## src/rtl/frog_pkg.sv

```systemverilog
// Shared definitions for the frog game: lives FSM states, default sizing
// and the lives-to-LED thermometer mapping.
package frog_pkg;

    // States of the lives manager FSM.
    typedef enum logic [1:0] {
        ALIVE     = 2'd0,
        GRACE     = 2'd1,
        GAME_OVER = 2'd2
    } state_t;

    // Lives loaded at power-up and on every reload.
    localparam int MAX_LIVES_DEF = 3;

    // System clock frequency; one second of grace at this rate by default.
    localparam int CLK_HZ = 25000000;

    // Thermometer code of the remaining lives: 3 -> 111, 2 -> 011, 1 -> 001, 0 -> 000.
    function automatic logic [2:0] lives_therm(input logic [1:0] n);
        logic [2:0] t;
        case (n)
            2'd3:    t = 3'b111;
            2'd2:    t = 3'b011;
            2'd1:    t = 3'b001;
            default: t = 3'b000;
        endcase
        return t;
    endfunction

endpackage

```

## src/rtl/lives_manager_grace_timer.sv

```systemverilog
// grace_timer: loadable down-counter that times the post-hit grace window.
// A load makes it active for exactly GRACE_CYCLES cycles; done pulses in the
// last active cycle. clear abandons a running window immediately.
module grace_timer
    import frog_pkg::*;
#(
    parameter int GRACE_CYCLES = CLK_HZ
) (
    input  logic clk,
    input  logic reset,
    input  logic clear,
    input  logic load,
    output logic active,
    output logic done
);

    localparam int GRACE_W = $clog2(GRACE_CYCLES + 1);
    localparam logic [GRACE_W-1:0] LOAD_VAL = GRACE_W'(GRACE_CYCLES - 1);

    logic [GRACE_W-1:0] count_q;
    logic [GRACE_W-1:0] count_d;
    logic               active_q;
    logic               active_d;

    // Next count: clear wins over load, then count down while active and drop
    // out of the active state on the cycle the count has reached zero.
    always_comb begin
        count_d  = count_q;
        active_d = active_q;
        if (clear) begin
            count_d  = '0;
            active_d = 1'b0;
        end else if (load) begin
            count_d  = LOAD_VAL;
            active_d = 1'b1;
        end else if (active_q) begin
            if (count_q == '0) begin
                active_d = 1'b0;
            end else begin
                count_d = count_q - GRACE_W'(1);
            end
        end
    end

    // Counter and active flag registers.
    always_ff @(posedge clk or posedge reset) begin
        if (reset) begin
            count_q  <= '0;
            active_q <= 1'b0;
        end else begin
            count_q  <= count_d;
            active_q <= active_d;
        end
    end

    assign active = active_q;
    assign done   = active_q && (count_q == '0);

endmodule

```

## src/rtl/lives_manager.sv

```systemverilog
// lives_manager: tracks the frog's remaining lives from collision events,
// runs a post-hit grace window and flags game over to the level counter.
// Optional macro LIVES_LED_EN adds the o_LED lives thermometer with a blinking
// top LED during the grace window.
module lives_manager
    import frog_pkg::*;
#(
    parameter int MAX_LIVES    = MAX_LIVES_DEF,
    parameter int GRACE_CYCLES = CLK_HZ
) (
    input  logic       clk,
    input  logic       reset,
    input  logic       collision,
    input  logic       frog_at_top,
    input  logic       reset_lives,
    output logic [1:0] lives,
    output logic       reset_level,
    output logic       frog_hit,
    output logic       invulnerable
`ifdef LIVES_LED_EN
   ,output logic [2:0] o_LED
`endif
);

    localparam logic [1:0] FULL_LIVES = 2'(MAX_LIVES);

    state_t     state_q;
    state_t     state_d;
    logic [1:0] lives_q;
    logic [1:0] lives_d;
    logic       reset_level_q;
    logic       reset_level_d;
    logic       frog_hit_q;
    logic       frog_hit_d;

    // Previous-cycle copy of collision, used only for rising-edge detection.
    logic       collision_dly_q;
    logic       hit_edge;

    logic       timer_load;
    logic       timer_clear;
    logic       timer_active;
    logic       timer_done;

    assign hit_edge = collision && !collision_dly_q;

    grace_timer #(
        .GRACE_CYCLES(GRACE_CYCLES)
    ) u_grace_timer (
        .clk    (clk),
        .reset  (reset),
        .clear  (timer_clear),
        .load   (timer_load),
        .active (timer_active),
        .done   (timer_done)
    );

    // Lives FSM: reload beats everything, the goal row masks a same-cycle hit,
    // and a hit on the last life goes straight to game over without frog_hit.
    always_comb begin
        state_d       = state_q;
        lives_d       = lives_q;
        reset_level_d = reset_level_q;
        frog_hit_d    = 1'b0;
        timer_load    = 1'b0;
        timer_clear   = 1'b0;

        if (reset_lives) begin
            state_d       = ALIVE;
            lives_d       = FULL_LIVES;
            reset_level_d = 1'b0;
            timer_clear   = 1'b1;
        end else begin
            case (state_q)
                ALIVE: begin
                    if (hit_edge && !frog_at_top) begin
                        if (lives_q > 2'd1) begin
                            lives_d    = lives_q - 2'd1;
                            frog_hit_d = 1'b1;
                            timer_load = 1'b1;
                            state_d    = GRACE;
                        end else if (lives_q == 2'd1) begin
                            lives_d       = 2'd0;
                            reset_level_d = 1'b1;
                            state_d       = GAME_OVER;
                        end
                    end
                end
                GRACE: begin
                    if (timer_done) begin
                        state_d = ALIVE;
                    end
                end
                GAME_OVER: begin
                    lives_d       = 2'd0;
                    reset_level_d = 1'b1;
                end
                default: begin
                    state_d = ALIVE;
                end
            endcase
        end
    end

    // State, lives, output and edge-detect registers.
    always_ff @(posedge clk or posedge reset) begin
        if (reset) begin
            state_q         <= ALIVE;
            lives_q         <= FULL_LIVES;
            reset_level_q   <= 1'b0;
            frog_hit_q      <= 1'b0;
            collision_dly_q <= 1'b0;
        end else begin
            state_q         <= state_d;
            lives_q         <= lives_d;
            reset_level_q   <= reset_level_d;
            frog_hit_q      <= frog_hit_d;
            collision_dly_q <= collision;
        end
    end

    assign lives        = lives_q;
    assign reset_level  = reset_level_q;
    assign frog_hit     = frog_hit_q;
    assign invulnerable = timer_active;

`ifdef LIVES_LED_EN
    localparam int LED_DIV_W = 23;

    logic [LED_DIV_W-1:0] div_q;
    logic [2:0]           led_q;
    logic [2:0]           led_d;

    // Free-running divider; its top bit flips every 2^22 cycles.
    always_ff @(posedge clk or posedge reset) begin
        if (reset) begin
            div_q <= '0;
        end else begin
            div_q <= div_q + LED_DIV_W'(1);
        end
    end

    // Thermometer of the next lives value, with the top lit LED blanked on
    // the off phase of the divider while the grace window is running.
    always_comb begin
        led_d = lives_therm(lives_d);
        if ((state_d == GRACE) && div_q[LED_DIV_W-1] && (lives_d != 2'd0)) begin
            led_d = lives_therm(lives_d - 2'd1);
        end
    end

    // LED output register.
    always_ff @(posedge clk or posedge reset) begin
        if (reset) begin
            led_q <= lives_therm(FULL_LIVES);
        end else begin
            led_q <= led_d;
        end
    end

    assign o_LED = led_q;
`endif

endmodule

```

## config.mk

```make
export PLATFORM = sky130hd
export DESIGN_NAME = lives_manager
export DESIGN_NICKNAME = d
export VERILOG_FILES = /design/src/rtl/frog_pkg.sv /design/src/rtl/lives_manager_grace_timer.sv /design/src/rtl/lives_manager.sv
export SDC_FILE = /design/constraint.sdc
export NUM_CORES = 1
export LEC_CHECK = 0
export ABC_AREA = 1
export BUFFER_PORTS_ARGS = -buffer_cell sky130_fd_sc_hd__buf_2
export CAP_MARGIN = 5
export CORE_ASPECT_RATIO = 0.75
export CORE_MARGIN = 2
export CORE_UTILIZATION = 30
export DETAILED_ROUTE_END_ITERATION = 10
export SLEW_MARGIN = 10
export SYNTH_ARGS = -nofsm -noshare
export SYNTH_HDL_FRONTEND = slang
export SYNTH_HIERARCHICAL = 1
export SYNTH_SLANG_ARGS = --single-unit
```

## constraint.sdc

```tcl
create_clock -name clk -period 2.24 [get_ports clk]
set_input_delay 0.112 -clock clk [delete_from_list [all_inputs] [get_ports clk]]
set_output_delay 0.112 -clock clk [all_outputs]
set_load 0.1 [all_outputs]
```

# Yosys cells after proc, flatten, opt, wreduce, memory -nomap -nowiden
# Index checks and enable logic that the tools add are counted.
dict set report classes {
  n_addsub 2
  mul 0
  n_div 0
  n_lt_le_gt_ge 1
  eq_ne 10
  shift 0
  muxes 29
  bitwise_logic 0
  reduce_logical 13
}
# op count
set ops {}
lappend ops {{25-bit 2-to-1 mux} 4}
lappend ops {{25-bit zero test} 1}
lappend ops {{25-bit by 1-bit subtractor with 25-bit output (second input constant)} 1}
lappend ops {{2-bit 2-to-1 mux} 9}
lappend ops {{3-bit != test (second input constant)} 5}
lappend ops {{1-bit 2-to-1 mux} 13}
lappend ops {{4-bit AND reduction} 2}
lappend ops {{2-bit case mux with 3 select lines} 1}
lappend ops {{3-bit nonzero test} 2}
lappend ops {{2-bit by 1-bit equality test with 1-bit output (second input constant)} 2}
lappend ops {{4-bit != test (second input constant)} 1}
lappend ops {{2-bit case mux with 2 select lines} 1}
lappend ops {{1-bit logical AND} 3}
lappend ops {{3-bit AND reduction} 1}
lappend ops {{2-bit equality test (second input constant)} 1}
lappend ops {{2-bit by 1-bit > comparator with 1-bit output (second input constant)} 1}
lappend ops {{1-bit zero test} 2}
lappend ops {{2-bit zero test} 1}
lappend ops {{2-bit != test (second input constant)} 1}
lappend ops {{1-bit case mux with 2 select lines} 1}
lappend ops {{2-bit AND reduction} 1}
lappend ops {{2-bit by 1-bit subtractor with 2-bit output (second input constant)} 1}
dict set report word_totals {
  regBits 33
  latch_bits 0
  ramBits 0
  mem_bits_ro 0
  input_bits 5
  output_inout_bits 5
  elab_cells 62
  n_memories 0
}

# Depth between registers and ports, before layout
dict set report depth {
  word_depth 8
  mapped_depth 12
  depth_no_buf 11
}

# By module
# Netlist, hierarchy kept.
# mod n_inst cells_per_inst area_per_inst_um2 seq_area_each_um2
set by_module_without_submodules {}
lappend by_module_without_submodules {grace_timer 1 254 1742.9 650.6}
lappend by_module_without_submodules {lives_manager 1 49 370.4 177.7}

# Worst setup path after synthesis
# OpenSTA, ideal clock, no wires.
dict set report synth_path {
  path_kind {register to register}
  from {reg lives_q[1], in the netlist lives[1]}
  to {reg u_grace_timer.count_q[5]}
  setup_ps 74
  arrival_ps 1920
  t_required_ps 2166
  setup_slack_ps 246
  stages_incl_launch_ff 8
  path_buffers 1
  period_less_slack_ps 1994
  path_cell_list {dfstp_2 nand2_1 nor2_1 inv_1 clkbuf_1 nand2_1 a21oi_1 o21ai_2}
}
dict set report synth_between {
  elab_chain_len 7
  word_cells_on_any_way 10
  classes_between {order compare (1); eq/ne (1); mux (6); reduce/logical (2)}
}
# item line
set synth_rtl {}
lappend synth_rtl {{from (decl)} lives_manager.sv:29} ;# logic [1:0] lives_q;
lappend synth_rtl {{from (signal assigned)} lives_manager.sv:115} ;# lives_q <= lives_d;
lappend synth_rtl {{2-bit by 1-bit > comparator with 1-bit output *} lives_manager.sv:77} ;# if (lives_q > 2'd1) begin
lappend synth_rtl {{1-bit 2-to-1 mux * (4 in series)} n/a}
lappend synth_rtl {{via frog_hit_d} lives_manager.sv:34} ;# logic frog_hit_d;
lappend synth_rtl {{3-bit != test (no line) (tied with other cells)} n/a}
lappend synth_rtl {{2-bit AND reduction (no line) / 25-bit 2-to-1 mux (equally long branches)} n/a}
lappend synth_rtl {{to (signal assigned)} lives_manager_grace_timer.sv:51} ;# count_q <= count_d;
lappend synth_rtl {{to (decl)} lives_manager_grace_timer.sv:20} ;# logic [GRACE_W-1:0] count_q;
# The timed path passes the listed nets; every way through them passes the cells marked *.
# A chain may end at the register's enable or synchronous reset.

# Worst setup path in the final report
dict set report layout_path {
  from {reg state_q[0]}
  to {reg u_grace_timer.count_q[12]}
}
dict set report layout_between {
  elab_chain_len 5
  word_cells_on_any_way 8
  classes_between {eq/ne (1); mux (4); reduce/logical (3)}
}
# item line
set layout_rtl {}
lappend layout_rtl {{from (decl)} lives_manager.sv:27} ;# state_t state_q;
lappend layout_rtl {{from (signal assigned)} lives_manager.sv:114} ;# state_q <= state_d;
lappend layout_rtl {{2-bit zero test *} n/a}
lappend layout_rtl {{1-bit 2-to-1 mux * (2 in series)} n/a}
lappend layout_rtl {{via frog_hit_d} lives_manager.sv:34}
lappend layout_rtl {{3-bit != test (no line) (tied with other cells)} n/a}
lappend layout_rtl {{2-bit AND reduction (no line) / 25-bit 2-to-1 mux (equally long branches)} n/a}
# Marked as above.

==> run_results.csv <==
group,metric,value,unit
floorplan,core_area,0.00683,mm²
clocking,cts_resized,0,
yosys,yosys_most_used_dff,"dfrtp_1",
clocking,cts_buffers,5,
critical_path,arrival,2030,ps
yosys,synth-edff-count,0,
place,hpwl,3.42,mm
floorplan,dieArea,0.00774,mm²
layout,nets,328,
power_and_ir_drop,finalPower,2.99,mW
power_and_ir_drop,ir_drop,0.550,mV
drt,via_per_inst,4.59,
yosys,ys_warn_count,6,
clocking,cts_tree,"yes",
sta,max_slew.worst_pin.slew,568,ps
sta,slew_headroom,62.2,%
place,io_buffers,9,
job,drv_cap,0,
drt,vias,1865,
floorplan,ioPinCount,10,
drt,firstDrtPassIters,4,
drt,ant_nets,0,
drt,wl,4.56,mm
worst_hold_path,hold_path_class,"in2reg",
grt,grt_start_max_net_pins,27,
clocking,htreeDepth,2,
drt,drc,0,
sta,drv_slew,0,
clocking,cts-root-buf,"clkbuf_8",
power_and_ir_drop,leakage,1.32,nW
critical_path,cpPeakStageDelay,500,ps
floorplan,placementRows,26,
sta,fin_crit,1810,ps
critical_path,endpoint_kind,"flop",
yosys,syn_area,0.00211,mm²
sta,max_freq,0.553,GHz
sta,finalSetupTns,0,ps
layout,regArea,828,µm²
critical_path,crit_top_cell,"nand2_1",
drt,wl_per_cell,11.2,µm
yosys,synth_seq_area_share,39.2,%
layout,drive_above_1_share,15.5,%
grt,first_global_vias,1724,
layout,area_growth,11.8,%
critical_path,worst-path-buf-inv,2,
clocking,path_clk_slew,80,ps
critical_path,cpLargestDelayFamily,"simple AND/OR/NAND/NOR gates",
yosys,synth-seq-cells,33,
critical_path,critPathLaunchType,"flop",
floorplan,start_util,30.9,%
sta,skew,12.0,ps
critical_path,critPathKind,"reg2reg",
grt,grt_overflow,0,
sta,rsz0062_at_grt,"false",
grt,grtUsageTotal,13.3,%
grt,grt_pass1_wl,8.14,mm
yosys,syn-num-nets,310,
layout,diodes,0,
sta,finalSetupViolCount,0,
clocking,clkLatencyLatePin,290,ps
floorplan,die-height,76.7,µm
critical_path,critPathSlowestCell,"a21oi_2",
drt,dr.first_iter.drc_count,77,
layout,fillers,723,
yosys,synth_cell_types,28,
yosys,avgSynthCellArea,6.97,µm²
yosys,synthArstFlopShare,100,%
layout,multi_input_area,0.00114,mm²
sta,finalHoldViolCount,0,
yosys,synthCells,303,
clocking,cts.sinks,33,
grt,antenna_found_initial,0,
status,status,"finished, final reports clean",
power_and_ir_drop,cellPowerDensity,1260,mW/mm²
clocking,cts_buffer_depth,2,
sta,post-route-period-util,80.7,%
critical_path,required,2470,ps
floorplan,die_w,101,µm
critical_path,path_max_fanout,12,
critical_path,crit_chain,"inv_2 -> nand2_1 -> nor2_2 -> nand2_1 -> nor2_1 -> inv_1 -> a21oi_2 -> nand2_1 -> nand2_1",
place,gp_congestion,0.816,
[worst reg2reg max path, stage by stage, from the launching register on]
cell,delay (ps)
dfrtp_1,410
inv_2,70
nand2_1,70
nor2_2,110
nand2_1,80
nor2_1,130
inv_1,160
a21oi_2,500
nand2_1,120
nand2_1,80
[layer usage]
layer,vias to the layer above,global-route usage [%],wire [µm]
met3,7,3.10,161
met1,835,19.9,2560
li1,999,-,-
met2,24,18.7,1800
met4,0,4.05,42
met5,-,0,0
[registers in the layout, summed over array words and instances (netlist names)]
signal,count
collision_dly_q,1
frog_hit,1
lives,2
reset_level,1
state_q,2
u_grace_timer/active,1
u_grace_timer/count_q,25
[cell families after synthesis]
logic type                 count (synthesis)  share of synthesized area (%)
buffers and inverters                     33                           6.93
and+or+nand+nor                          198                           41.5
DFF                                       33                           39.2
xor gates and xnor gates                   7                           2.90
adders and majority gates                  2                           1.18
AOI/OAI and AO/OA                         30                           8.29
[cell usage in the layout, fill, tap and decap left out, drive strengths merged, types with 4 or more instances in the layout]
cell type,instances
nand2,110
buf,13
dfrtp,31
o21ai,22
clkbuf,5
xnor2,4
a21oi,6
nor2,52
nand3,24
inv,29
nand4,6
[where the power goes]
group	leakage [nW]	internal [mW]	switching, mW
logic	0.832	0.586	1.16
registers	0.447	0.690	0.102
clock network	0.0439	0.214	0.231
total	1.32	1.49	1.50
[synth_stat cells (2+ instances only)]
library cell / number / share of area, %
a21oi_1: 5 / 1.2
buf_6: 3 / 1.6
dfrtp_1: 31 / 37
dfstp_2: 2 / 2.5
ha_1: 2 / 1.2
inv_1: 26 / 4.6
inv_2: 3 / 0.53
nand2_1: 105 / 19
nand2_2: 4 / 1.2
nand3_1: 20 / 4.7
nand3_2: 4 / 1.9
nand3b_1: 3 / 1.1
nand4_1: 6 / 1.8
nor2_1: 42 / 7.5
nor2_2: 8 / 2.4
nor2_4: 2 / 1.1
nor3_1: 2 / 0.47
o21ai_0: 12 / 2.8
o21ai_1: 6 / 1.4
o21ai_2: 4 / 1.7
xnor2_1: 4 / 1.7
xor2_1: 3 / 1.2
[stage by stage]
stage                     cells  utilization (%)  area (µm²)  setup slack [ps]  hold WS [ps]
after detailed placement    396             33.0        2260               422          64.2
after global placement      396             33.0        2260               506          67.9
after floorplan             303                -        2110               246         -86.1
after CTS                   406             34.6        2360               417           158
after global routing        406             34.6        2360               209           183
final                       406             34.6        2360               433           164
[final cells by class]
cell class	count	share of cell area [%]
clock inverters	3	0.742
flip-flops and latches	33	35.1
well taps	84	4.45
clock buffers	5	2.91
multi-input cells	237	48.2
inverters	29	4.61
repair buffers	15	4.03
[timing repair]
item                                   in CTS  in global routing
setup buffers                               0                  0
hold buffers                                2                  0
endpoints found under the hold margin      34                  0
[final timing paths]
kind | from | endpoint | slack, ps | cells past startpoint
max | state_q[0]$_DFFE_PP0P_ | u_grace_timer/count_q[12]$_DFFE_PP0P_ | 430 | 9
min reg2reg | reset_level$_DFFE_PP0P_ | reset_level$_DFFE_PP0P_ | 470 | 2
max reg2reg | state_q[0]$_DFFE_PP0P_ | u_grace_timer/count_q[12]$_DFFE_PP0P_ | 430 | 9
min | frog_at_top | lives[0]$_DFFE_PP1P_ | 160 | 6
min in group asynchronous | reset | collision_dly_q$_DFF_PP0_ | 290 | 3
max in group asynchronous | reset | u_grace_timer/count_q[22]$_DFFE_PP0P_ | 1530 | 4
(Power assumes the default switching activity.)
